--- src/rtl/mc_controller_pkg.sv ---
// Shared encodings for the multi-cycle MIPS controller: FSM states, instruction
// classes, opcode/funct constants, datapath mux/op codes and halt causes.
package mc_controller_pkg;

    typedef enum logic [3:0] {
        S_FETCH  = 4'd0,
        S_DECODE = 4'd1,
        S_EXEC   = 4'd2,
        S_MEMRD  = 4'd3,
        S_MEMWR  = 4'd4,
        S_WB_ALU = 4'd5,
        S_WB_MEM = 4'd6,
        S_BRANCH = 4'd7,
        S_JUMP   = 4'd8,
        S_HALT   = 4'd9
    } state_t;

    // ori and lui share a class: both write rt with the ALU result
    typedef enum logic [3:0] {
        CLS_ALU_R,
        CLS_ALU_I,
        CLS_LW,
        CLS_SW,
        CLS_BEQ,
        CLS_J,
        CLS_JAL,
        CLS_JR,
        CLS_ILLEGAL
    } iclass_t;

    localparam logic [5:0] OP_RTYPE   = 6'b000000;
    localparam logic [5:0] OP_ORI     = 6'b001101;
    localparam logic [5:0] OP_LUI     = 6'b001111;
    localparam logic [5:0] OP_LW      = 6'b100011;
    localparam logic [5:0] OP_SW      = 6'b101011;
    localparam logic [5:0] OP_BEQ     = 6'b000100;
    localparam logic [5:0] OP_J       = 6'b000010;
    localparam logic [5:0] OP_JAL     = 6'b000011;

    localparam logic [5:0] FUNCT_ADDU = 6'b100001;
    localparam logic [5:0] FUNCT_SUBU = 6'b100011;
    localparam logic [5:0] FUNCT_SLT  = 6'b101010;
    localparam logic [5:0] FUNCT_JR   = 6'b001000;

    localparam logic [2:0] ALUOP_ADD  = 3'b000;
    localparam logic [2:0] ALUOP_SUB  = 3'b001;
    localparam logic [2:0] ALUOP_OR   = 3'b010;
    localparam logic [2:0] ALUOP_SLT  = 3'b011;
    localparam logic [2:0] ALUOP_LUI  = 3'b100;

    localparam logic [1:0] EXTOP_ZERO  = 2'b00;
    localparam logic [1:0] EXTOP_SIGN  = 2'b01;
    localparam logic [1:0] EXTOP_UPPER = 2'b10;

    localparam logic [1:0] NPC_SEL_PC4    = 2'b00;
    localparam logic [1:0] NPC_SEL_BRANCH = 2'b01;
    localparam logic [1:0] NPC_SEL_JIMM   = 2'b10;
    localparam logic [1:0] NPC_SEL_JREG   = 2'b11;

    localparam logic [1:0] REGDST_RT = 2'b00;
    localparam logic [1:0] REGDST_RD = 2'b01;
    localparam logic [1:0] REGDST_RA = 2'b10;

    localparam logic [1:0] MEM2REG_ALU = 2'b00;
    localparam logic [1:0] MEM2REG_RAM = 2'b01;
    localparam logic [1:0] MEM2REG_PC4 = 2'b10;

    localparam logic ALUSRC_GPR = 1'b0;
    localparam logic ALUSRC_EXT = 1'b1;

    localparam logic [1:0] HALT_NONE    = 2'b00;
    localparam logic [1:0] HALT_ILLEGAL = 2'b01;
    localparam logic [1:0] HALT_IMEM    = 2'b10;
    localparam logic [1:0] HALT_DMEM    = 2'b11;

endpackage

--- src/rtl/mc_decode.sv ---
// Combinational instruction decoder: opcode/funct to instruction class plus the
// ALU/EXT control fields used from EXEC onward.
module mc_decode
    import mc_controller_pkg::*;
(
    input  logic [5:0] opcode,
    input  logic [5:0] funct,
    output iclass_t    iclass,
    output logic [2:0] alu_op,
    output logic [1:0] ext_op,
    output logic       alu_src
);

    always_comb begin
        iclass  = CLS_ILLEGAL;
        alu_op  = ALUOP_ADD;
        ext_op  = EXTOP_ZERO;
        alu_src = ALUSRC_GPR;
        case (opcode)
            OP_RTYPE: begin
                case (funct)
                    FUNCT_ADDU: iclass = CLS_ALU_R;
                    FUNCT_SUBU: begin
                        iclass = CLS_ALU_R;
                        alu_op = ALUOP_SUB;
                    end
                    FUNCT_SLT: begin
                        iclass = CLS_ALU_R;
                        alu_op = ALUOP_SLT;
                    end
                    FUNCT_JR: iclass = CLS_JR;
                    default:  iclass = CLS_ILLEGAL;
                endcase
            end
            OP_ORI: begin
                iclass  = CLS_ALU_I;
                alu_op  = ALUOP_OR;
                ext_op  = EXTOP_ZERO;
                alu_src = ALUSRC_EXT;
            end
            OP_LUI: begin
                iclass  = CLS_ALU_I;
                alu_op  = ALUOP_LUI;
                ext_op  = EXTOP_UPPER;
                alu_src = ALUSRC_EXT;
            end
            OP_LW, OP_SW: begin
                iclass  = (opcode == OP_LW) ? CLS_LW : CLS_SW;
                alu_op  = ALUOP_ADD;
                ext_op  = EXTOP_SIGN;
                alu_src = ALUSRC_EXT;
            end
            OP_BEQ:  iclass = CLS_BEQ;
            OP_J:    iclass = CLS_J;
            OP_JAL:  iclass = CLS_JAL;
            default: iclass = CLS_ILLEGAL;
        endcase
    end

endmodule

--- src/rtl/mc_controller.sv ---
// Multi-cycle control FSM for the MIPS datapath with memory wait states,
// retired-instruction counter and sticky halt on illegal opcode or timeout.
module mc_controller
    import mc_controller_pkg::*;
#(
    parameter int unsigned TIMEOUT = 255,
    parameter int unsigned ICNT_W  = 32
) (
    input  logic              clk,
    input  logic              rst,
    input  logic [5:0]        opcode,
    input  logic [5:0]        funct,
    input  logic              alu_zero,
    input  logic              imem_ready,
    input  logic              dmem_ready,
    output logic              IRWr,
    output logic              PCWr,
    output logic [1:0]        NPCSel,
    output logic [1:0]        RegDst,
    output logic              ALUSrc,
    output logic [1:0]        Mem2Reg,
    output logic              RegWr,
    output logic              MemWr,
    output logic [1:0]        EXTOp,
    output logic [2:0]        ALUOp,
    output logic [3:0]        state,
    output logic              halt,
    output logic [1:0]        halt_cause,
    output logic [ICNT_W-1:0] icount
);

    // The counter only has to hold 0..TIMEOUT-1; reaching TIMEOUT halts instead.
    localparam int unsigned WAIT_W = (TIMEOUT > 1) ? $clog2(TIMEOUT) : 1;

    state_t            state_reg, state_next;
    logic [1:0]        halt_cause_reg, halt_cause_next;
    logic [WAIT_W-1:0] wait_cnt_reg, wait_cnt_next;
    logic [ICNT_W-1:0] icount_reg;
    logic              waiting;
    logic              wait_hit;
    logic              retire;

    iclass_t    iclass;
    logic [2:0] dec_alu_op;
    logic [1:0] dec_ext_op;
    logic       dec_alu_src;

    mc_decode u_decode (
        .opcode  (opcode),
        .funct   (funct),
        .iclass  (iclass),
        .alu_op  (dec_alu_op),
        .ext_op  (dec_ext_op),
        .alu_src (dec_alu_src)
    );

    assign wait_hit = (TIMEOUT != 0) && (32'(wait_cnt_reg) == TIMEOUT - 1);

    always_comb begin
        state_next      = state_reg;
        halt_cause_next = halt_cause_reg;
        waiting         = 1'b0;
        IRWr            = 1'b0;
        PCWr            = 1'b0;
        RegWr           = 1'b0;
        MemWr           = 1'b0;
        NPCSel          = NPC_SEL_PC4;
        RegDst          = REGDST_RT;
        Mem2Reg         = MEM2REG_ALU;
        ALUSrc          = ALUSRC_GPR;
        EXTOp           = EXTOP_ZERO;
        ALUOp           = ALUOP_ADD;
        // EXEC controls stay on the ALU through the following memory/writeback step
        if (state_reg inside {S_EXEC, S_MEMRD, S_MEMWR, S_WB_ALU}) begin
            ALUSrc = dec_alu_src;
            EXTOp  = dec_ext_op;
            ALUOp  = dec_alu_op;
        end
        case (state_reg)
            S_FETCH: begin
                if (imem_ready) begin
                    IRWr       = 1'b1;
                    PCWr       = 1'b1;
                    state_next = S_DECODE;
                end else begin
                    waiting = 1'b1;
                    if (wait_hit) begin
                        state_next      = S_HALT;
                        halt_cause_next = HALT_IMEM;
                    end
                end
            end
            S_DECODE: begin
                case (iclass)
                    CLS_ALU_R, CLS_ALU_I, CLS_LW, CLS_SW: state_next = S_EXEC;
                    CLS_BEQ:                              state_next = S_BRANCH;
                    CLS_J, CLS_JAL, CLS_JR:               state_next = S_JUMP;
                    default: begin
                        state_next      = S_HALT;
                        halt_cause_next = HALT_ILLEGAL;
                    end
                endcase
            end
            S_EXEC: begin
                if (iclass == CLS_LW)      state_next = S_MEMRD;
                else if (iclass == CLS_SW) state_next = S_MEMWR;
                else                       state_next = S_WB_ALU;
            end
            S_MEMRD, S_MEMWR: begin
                if (dmem_ready) begin
                    MemWr      = (state_reg == S_MEMWR);
                    state_next = (state_reg == S_MEMWR) ? S_FETCH : S_WB_MEM;
                end else begin
                    waiting = 1'b1;
                    if (wait_hit) begin
                        state_next      = S_HALT;
                        halt_cause_next = HALT_DMEM;
                    end
                end
            end
            S_WB_ALU: begin
                RegWr      = 1'b1;
                RegDst     = (iclass == CLS_ALU_R) ? REGDST_RD : REGDST_RT;
                state_next = S_FETCH;
            end
            S_WB_MEM: begin
                RegWr      = 1'b1;
                Mem2Reg    = MEM2REG_RAM;
                state_next = S_FETCH;
            end
            S_BRANCH: begin
                ALUOp      = ALUOP_SUB;
                ALUSrc     = ALUSRC_GPR;
                NPCSel     = NPC_SEL_BRANCH;
                PCWr       = alu_zero;
                state_next = S_FETCH;
            end
            S_JUMP: begin
                PCWr   = 1'b1;
                NPCSel = (iclass == CLS_JR) ? NPC_SEL_JREG : NPC_SEL_JIMM;
                if (iclass == CLS_JAL) begin
                    RegWr   = 1'b1;
                    RegDst  = REGDST_RA;
                    Mem2Reg = MEM2REG_PC4;
                end
                state_next = S_FETCH;
            end
            S_HALT:  state_next = S_HALT;
            default: state_next = S_FETCH;
        endcase
        // Reset forces FETCH asynchronously; keep its strobes from leaking out meanwhile
        if (!rst) begin
            IRWr  = 1'b0;
            PCWr  = 1'b0;
            RegWr = 1'b0;
            MemWr = 1'b0;
        end
    end

    assign wait_cnt_next = (waiting && state_next == state_reg) ? wait_cnt_reg + WAIT_W'(1)
                                                                : '0;
    assign retire = (state_next == S_FETCH) && (state_reg != S_FETCH) && (state_reg != S_HALT);

    always_ff @(posedge clk or negedge rst) begin
        if (!rst) begin
            state_reg      <= S_FETCH;
            halt_cause_reg <= HALT_NONE;
            wait_cnt_reg   <= '0;
            icount_reg     <= '0;
        end else begin
            state_reg      <= state_next;
            halt_cause_reg <= halt_cause_next;
            wait_cnt_reg   <= wait_cnt_next;
            if (retire) icount_reg <= icount_reg + ICNT_W'(1);
        end
    end

    assign state      = state_reg;
    assign halt       = (state_reg == S_HALT);
    assign halt_cause = halt_cause_reg;
    assign icount     = icount_reg;

endmodule
--- config.mk ---
export PLATFORM = sky130hd
export DESIGN_NAME = mc_controller
export DESIGN_NICKNAME = d
export VERILOG_FILES = /design/src/rtl/mc_controller_pkg.sv /design/src/rtl/mc_decode.sv /design/src/rtl/mc_controller.sv
export SDC_FILE = /design/constraint.sdc
export NUM_CORES = 1
export LEC_CHECK = 0
export CAP_MARGIN = 20
export CORE_MARGIN = 5
export CORE_UTILIZATION = 30
export CTS_CLUSTER_DIAMETER = 80
export CTS_CLUSTER_SIZE = 30
export DETAILED_ROUTE_END_ITERATION = 10
export PLACE_DENSITY = 0.61
export SYNTH_ARGS = -nofsm -noshare
export SYNTH_HDL_FRONTEND = slang
export SYNTH_SLANG_ARGS = --single-unit
--- constraint.sdc ---
create_clock -name clk -period 4.81 [get_ports clk]
set_input_delay 0.7215 -clock clk [delete_from_list [all_inputs] [get_ports clk]]
set_output_delay 0.7215 -clock clk [all_outputs]
set_load 0.03 [all_outputs]
# Word level (Yosys, flattened, before mapping)
# Cells that the tools add are included.
# classes
addsub	2
n_eq_ne	35
muxes	47
n_reduce_logical	20
# ops
operator	n
32-bit by 1-bit adder with 32-bit output, second input constant	1
4-bit by 3-bit == test with 1-bit output, second input constant	8
6-bit == test, second input constant	5
4-bit case mux with 6 select lines	1
2-bit case mux with 2 select lines	5
4-bit case mux with 5 select lines	1
6-bit by 4-bit == test with 1-bit output, second input constant	3
1-bit two-way mux	18
4-bit by 2-bit == test with 1-bit output, second input constant	4
2-bit two-way mux	7
6-bit by 2-bit == test with 1-bit output, second input constant	2
4-bit logical NOT	3
3-bit two-way mux	4
4-bit two-way mux	3
4-bit case mux with 3 select lines	1
2-bit != test, second input constant	5
3-bit case mux with 3 select lines	1
8-bit by 1-bit adder with 8-bit output, second input constant	1
4-bit by 1-bit == test with 1-bit output, second input constant	2
4-bit == test, second input constant	2
8-bit == test, second input constant	1
8-bit two-way mux	1
4-bit case mux with 2 select lines	1
4-bit nonzero test	2
other kinds (14)	22
# totals
regBits	46
input_bits	17
output_inout_bits	55
wordCells	108

# Depth between registers and ports, before layout
# depth
word_depth	11
mapped_depth	9

# By module
# From an unflattened synthesis, not the netlist that was laid out.
# hier_totals
hier_cells	343
hier_area_um2	3178.0
# modules_own_cells
module	n_inst	cells_per_inst	area_each_um2	seq_area_each_um2
mc_controller	1	298	2880.3	1151.1
mc_decode	1	45	297.8	0.0

# Least setup slack after synthesis
# OpenSTA, ideal clock, no wires.
# synth_timing
path_kind	input-to-output
from	input port opcode[0]
to	output port ALUOp[0]
arrival_ns	2.647
t_required_ns	4.089
slack_ns	1.442
stages	7
cell_sequence	buf_6 -> or3_4 -> nor4_4 -> nand2_1 -> nor3_1 -> nand2b_1 -> a311oi_1
# synth_via
elab_chain_cells	4
word_cells_on_any_way	6
cone_classes	eq/ne (2); mux (3); reduce/logical (1)
# synth_rtl
item	line	rtl
from (decl)	mc_controller.sv:11	input logic [5:0] opcode,
6-bit by 4-bit == test with 1-bit output / 6-bit logical NOT (equally long branches)	mc_decode.sv:19	case (opcode)
3-bit case mux with 3 select lines (*)	mc_decode.sv:19	
3-bit two-way mux (*)	mc_controller.sv:74	if (state_reg inside {S_EXEC, S_MEMRD, S_MEMWR, S_WB_ALU}) begin
3-bit two-way mux (*)	mc_controller.sv:79	case (state_reg)
to (decl)	mc_controller.sv:25	output logic [2:0] ALUOp,
# Every way passes the cells marked *; elsewhere a longest branch is shown, timed or not.

# Worst setup path after layout
# Same ends and word-level chain as after synthesis.

==> results.py <==
metrics = {
    "route": {
        "drc": 0,
        "final_antenna_net_count": 0,
        "vias_per_cell": 4.90,
        "drt-pass1-iter-count": 4,
        "num_vias": 2509,
        "initialDrtViolationCount": 98,
        "wire_per_inst_um": 14.4,
        "postRouteWirelength_um": 7370,
    },
    "grt": {
        "grt_first_pass_wirelength_um": 12100,
        "antenna_found_initial": 0,
        "grt_start_max_net_pins": 44,
        "first_global_vias": 2458,
        "grt_overflow": 0,
        "grt.total_usage_pct": 12.7,
    },
    "synthesis": {
        "synthesis.area_um2": 2860,
        "yosysTopAreaCell": "sky130_fd_sc_hd__dfrtp_1",
        "synth.avg_cell_area_um2": 9.07,
        "synth_seq_area_share_pct": 40.3,
        "asyncSetResetFlopFracSynth_pct": 100,
        "synth.area.top_cells": "sky130_fd_sc_hd__dfrtp_1 40%, sky130_fd_sc_hd__xnor2_1 9.2%, sky130_fd_sc_hd__nand3_1 4.2%, sky130_fd_sc_hd__nand2_1 4.1%, sky130_fd_sc_hd__nor2_1 3.8%",
        "yosys_warnings": 0,
        "yosys.area.top_type_share_pct": 40.3,
        "synth.ff_latch_count": 46,
        "synthFlopType": "sky130_fd_sc_hd__dfrtp_1",
        "synth-edff-count": 0,
        "ys_types": 50,
        "mapped_nets": 335,
        "synthCells": 315,
    },
    "hold_path": {
        "worst_hold_path_type": "input port to async pin",
    },
    "power_and_ir_drop": {
        "power.internal_w": 0.000827,
        "power_leakage_nw": 1.44,
        "power.share.sequential_pct": 36.4,
        "p_switching_w": 0.000553,
        "power.switching_fraction_pct": 40.1,
        "comb_power_share_pct": 42.5,
        "power_density_nw_per_um2": 366,
        "vdd_drop_max_mv": 0.183,
        "power.share.clock_pct": 21.1,
    },
    "floorplan": {
        "initial_core_util_pct": 30.8,
        "floorplan.rows": 35,
        "fp.dieArea_um2": 11600,
        "die_h_um": 108,
        "floorplan.die.width_um": 108,
        "io_pins": 72,
        "core_region_area_um2": 9280,
    },
    "cts": {
        "clk_latency_ns": 0.31,
        "clkSlewWorstSetupHoldPaths_ns": 0.09,
        "cts.sinks": 46,
        "tritoncts": "yes",
        "ctsLongestPathBuffers": 2,
        "cts_max_level": 2,
        "clockRootBuffer": "sky130_fd_sc_hd__clkbuf_8",
        "number_of_hold_buffers_added_after_cts": 0,
        "post_cts_resized": 0,
        "numCtsBuffers": 5,
        "post-cts-setup-buffers": 0,
    },
    "cells_and_area": {
        "insertedDiodeCount": 0,
        "drive_above_1_share_pct": 9.14,
        "largest_register_ff_count": 32,
        "postLayoutCoreUtil_pct": 40.6,
        "multi_input_area_um2": 1580,
        "mostFrequentLayoutCell": "sky130_fd_sc_hd__clkdlybuf4s50_1",
        "most-common-layout-cells": "70 x sky130_fd_sc_hd__clkdlybuf4s50_1, 46 x sky130_fd_sc_hd__dfrtp_1, 31 x sky130_fd_sc_hd__nand2_1, 30 x sky130_fd_sc_hd__xnor2_1, 29 x sky130_fd_sc_hd__nor2_1",
        "seq_area_um2": 1150,
        "flow.area_growth_from_synthesis_pct": 32.0,
        "final.fill_count": 969,
        "finalNetCount": 402,
    },
    "timing": {
        "layout_setup_ws_ns": 0.721,
        "rsz0062_at_grt": "no",
        "tightestPinTransition_ns": 0.694,
        "setup-violations-final": 0,
        "fin_crit_sh_pct": 85.0,
        "hold_ws_ns": 0.244,
        "maxSlewHeadroom_pct": 53.7,
        "timing_max_transition_violations_final": 0,
        "clock.fmax_mhz": 245,
        "layout_min_cycle_time_ns": 4.09,
        "finalClockSkew_ns": 0.0119,
        "setup_tns_ns": 0,
        "timing.final.hold_violations": 0,
    },
    "worst_setup_path": {
        "critical_path.endpoint_type": "primary output",
        "setup.worst_path.start_class": "input port",
        "worstSetupPathType": "input port to primary output",
        "worst-endpoint-required_ns": 4.09,
        "critical_path_peak_fanout": 10,
        "cp.arrival_ns": 3.37,
    },
    "place": {
        "port-buffer-count": 71,
        "pre_cts_ws_ns": 0.716,
        "dp.final_hpwl_um": 5450,
        "gp_routability_congestion": 0.838,
    },
    "run": {
        "drv.max_cap_violation_count": 0,
    },
    "outcome": {
        "run_status": "finished, final reports clean",
    },
}
[critical path, cell delays in order]
cell,delay [ns]
sky130_fd_sc_hd__clkdlybuf4s50_1,0.55
sky130_fd_sc_hd__or3_4,0.45
sky130_fd_sc_hd__nor4_4,0.20
sky130_fd_sc_hd__nand2_1,0.09
sky130_fd_sc_hd__nor3_1,0.24
sky130_fd_sc_hd__a21oi_1,0.10
sky130_fd_sc_hd__a311oi_1,0.29
sky130_fd_sc_hd__clkdlybuf4s50_1,0.72
[metrics by stage]
stage,cell area (um2),power (W),cells
5_1_grt,3770,0.00146,512
4_1_cts,3770,0.00139,512
3_3_place_gp,3660,0.00109,504
2_1_floorplan,2860,0.000886,315
3_5_place_dp,3660,0.00110,504
6_report,3770,0.00138,512
[logic make-up after synthesis]
| family | after synthesis | synth area share (%) |
|---|---|---|
| compound gates | 42 | 10.2 |
| xor+xnor | 39 | 12.0 |
| fa+ha+maj | 3 | 1.31 |
| buf+inv | 23 | 4.25 |
| flops | 46 | 40.3 |
| mux | 5 | 1.93 |
| simple gates | 157 | 30.0 |
[power by group through the flow]
| stage | clock [W] | sequential (W) | combinational [W] |
|---|---|---|---|
| 2_1_floorplan | 0 | 0.000566 | 0.000319 |
| 3_3_place_gp | 0 | 0.000508 | 0.000585 |
| 3_5_place_dp | 0 | 0.000510 | 0.000591 |
| 4_1_cts | 0.000295 | 0.000503 | 0.000594 |
| 5_1_grt | 0.000308 | 0.000512 | 0.000636 |
| 6_report | 0.000291 | 0.000503 | 0.000586 |
[Yosys cell counts (2+ instances only)]
| master | n |
|---|---|
| sky130_fd_sc_hd__dfrtp_1 | 46 |
| sky130_fd_sc_hd__nand2_1 | 31 |
| sky130_fd_sc_hd__xnor2_1 | 30 |
| sky130_fd_sc_hd__nor2_1 | 29 |
| sky130_fd_sc_hd__nand3_1 | 24 |
| sky130_fd_sc_hd__nor3_1 | 14 |
| sky130_fd_sc_hd__a21oi_1 | 13 |
| sky130_fd_sc_hd__nand4_1 | 12 |
| sky130_fd_sc_hd__xor2_1 | 9 |
| sky130_fd_sc_hd__and3_1 | 8 |
| sky130_fd_sc_hd__inv_1 | 8 |
| sky130_fd_sc_hd__nand2b_1 | 7 |
| sky130_fd_sc_hd__o21ai_0 | 7 |
| sky130_fd_sc_hd__buf_4 | 6 |
| sky130_fd_sc_hd__and4_1 | 5 |
| sky130_fd_sc_hd__nor2b_1 | 5 |
| sky130_fd_sc_hd__or2_2 | 5 |
| sky130_fd_sc_hd__buf_2 | 4 |
| sky130_fd_sc_hd__clkbuf_1 | 4 |
| sky130_fd_sc_hd__mux2_2 | 4 |
| sky130_fd_sc_hd__nor4_2 | 4 |
| sky130_fd_sc_hd__a21o_1 | 3 |
| sky130_fd_sc_hd__and2_1 | 3 |
| sky130_fd_sc_hd__ha_1 | 3 |
| sky130_fd_sc_hd__o22ai_1 | 3 |
| sky130_fd_sc_hd__nor3b_1 | 2 |
| sky130_fd_sc_hd__nor4_1 | 2 |
| sky130_fd_sc_hd__o32ai_1 | 2 |
[path summary, 6_finish.rpt]
path | end | depth (start not counted) | from | slack, ns
max in group asynchronous | wait_cnt_reg[1]$_DFF_PN0_ | 2 | rst | 3.80
min in group clk | icount[31]$_DFFE_PN0P_ | 1 | icount[31]$_DFFE_PN0P_ | 0.47
worst min register to register | icount[31]$_DFFE_PN0P_ | 1 | icount[31]$_DFFE_PN0P_ | 0.47
worst min-delay path | wait_cnt_reg[5]$_DFF_PN0_ | 1 | rst | 0.24
worst max register to register | icount[1]$_DFFE_PN0P_ | 6 | state[2]$_DFF_PN0_ | 2.37
worst max-delay path | ALUOp[0] | 8 | opcode[0] | 0.72
[metal layers]
layer / part of all wire, % / wire length (um) / GRT usage (%) / vias up
met3: 6.7 / 492 / 3.48 / 8
met1: 47 / 3490 / 17.4 / 1189
met4: 1.3 / 94 / 3.34 / 0
li1: - / - / - / 1240
met2: 45 / 3290 / 19.5 / 72
met5: 0 / 0 / 0 / -
[layout make-up]
type	count	share of cell area, %
multi-input combinational	246	42.0
sequential	46	30.5
timing repair buffer	75	19.5
tap	129	4.28
clock buffer	5	1.82
clock inverter	3	1.06
inverter	8	0.796
No activity file was read; power rests on OpenSTA's default activity.
==> RTL change, RTL diff (same flow settings) <==
Put one more register stage on the output `icount`, cleared by the reset. The value now appears one clock later. The other outputs are not delayed to match.
--- a/src/rtl/mc_controller.sv
+++ b/src/rtl/mc_controller.sv
@@ -180,3 +180,9 @@
     assign halt_cause = halt_cause_reg;
-    assign icount     = icount_reg;
+    always_ff @(posedge clk or negedge rst) begin
+        if (!rst) begin
+            icount <= '0;
+        end else begin
+            icount <= icount_reg;
+        end
+    end
 
Behaviour: not the same (Yosys sat finds a counterexample within 4 cycles, from zero or initial values and one cycle with rst low).
==> RTL change against the unedited design <==
- global-route usage shrank 0.41 points
- utilization shrank 0.42 points
- synthesized area increased by 27%
- total power rose by 52%
- design area up 27%
- sequential power up 64%
- routed wire length rose by 15%
- non-clock buffer count shrank 2
- sequential cell count grew 32
- sequential share of layout area is 10 points higher
- worst setup slack got worse by 77 ps
==> RTL change: results (changes against the unedited design) <==
[power_and_ir_drop]
p_switching_uw = 683  ; +23%
ir_worst_vdd_v = 0.000267  ; +45%

[timing]
worst_slew_pin_slew_ps = 951  ; +257 ps
hold_ws_ps = 404  ; +161 ps
finClkSkew_ps = 4.35  ; -7.59 ps

[outcome]
status = finished clean

[setup_path]
reg2reg_setup_slack_ps = 1890  ; -480 ps
cp_max_fo = 6  ; -4
reg2reg_from = state[1]
timing.rr.end = icount_reg[28]
critPathMaxStageDelay_ps = 740  ; +20 ps

[drt]
wl_um = 8490  ; +15%
route.vias.total = 2847  ; +13%
dr.first_iter.drc_count = 185  ; +89%
wl_met2_um = 3880  ; +18%
wl_met3_um = 474  ; -3.7%

[synth]
synthTopCellsByArea = dfrtp_1 54%, xnor2_1 7.3%, nand4_1 3.8%, nand3_1 3.2%, nor2_1 3.0%
synth.net_count = 365  ; +9.0%
yosysUniqueCellTypes = 58  ; +16%
synth.top_cells.by_count = 78 x dfrtp_1, 30 x xnor2_1, 29 x nor2_1
syn_avg_cell_area_um2 = 10.5  ; +16%

[placement]
place_congestion = 0.884  ; +5.4%
post-place-ws_ps = 669  ; -46.6 ps
hpwl_um = 5940  ; +8.9%

[global_route]
grt_max_degree = 79  ; +80%

[finish]
nets = 437  ; +8.7%
largest_reg_flops = 64  ; +100%
drive_above_1_share = 0.0760  ; -0.0154

[clock_tree]
clk_pin_slew_worst_paths_ps = 60  ; -30 ps

-- RTL change: routing by layer --
layer	global-route usage	vias to the layer above
li1	-	1361
met1	0.165	1395
met2	0.194	82
met3	0.0292	9
met4	0.0429	0
met5	0	-
-- RTL change: cell families after synthesis --
kind of cell,Yosys count,synth area share
flops,78,0.539
simple gates,156,0.235
xor+xnor,38,0.0919
buf+inv,24,0.0301
fa+ha+maj,3,0.0104
mux,4,0.0128
compound gates,42,0.0812
-- RTL change: power by group through the flow --
stage | combinational [µW] | clock, µW | sequential, µW
3_5_place_dp | 558 | 0 | 839
4_1_cts | 559 | 744 | 826
5_1_grt | 604 | 770 | 842
2_1_floorplan | 336 | 0 | 852
6_report | 557 | 722 | 825
3_3_place_gp | 554 | 0 | 836
-- RTL change: layout make-up --
class | instances | area, µm²
fillers | 1167 | 7120
clock inverters | 4 | 70.1
inverters | 12 | 45.0
flip-flops and latches | 78 | 1950
multi-input cells | 243 | 1560
well taps | 147 | 184
repair buffers | 73 | 723
clock buffers | 11 | 253
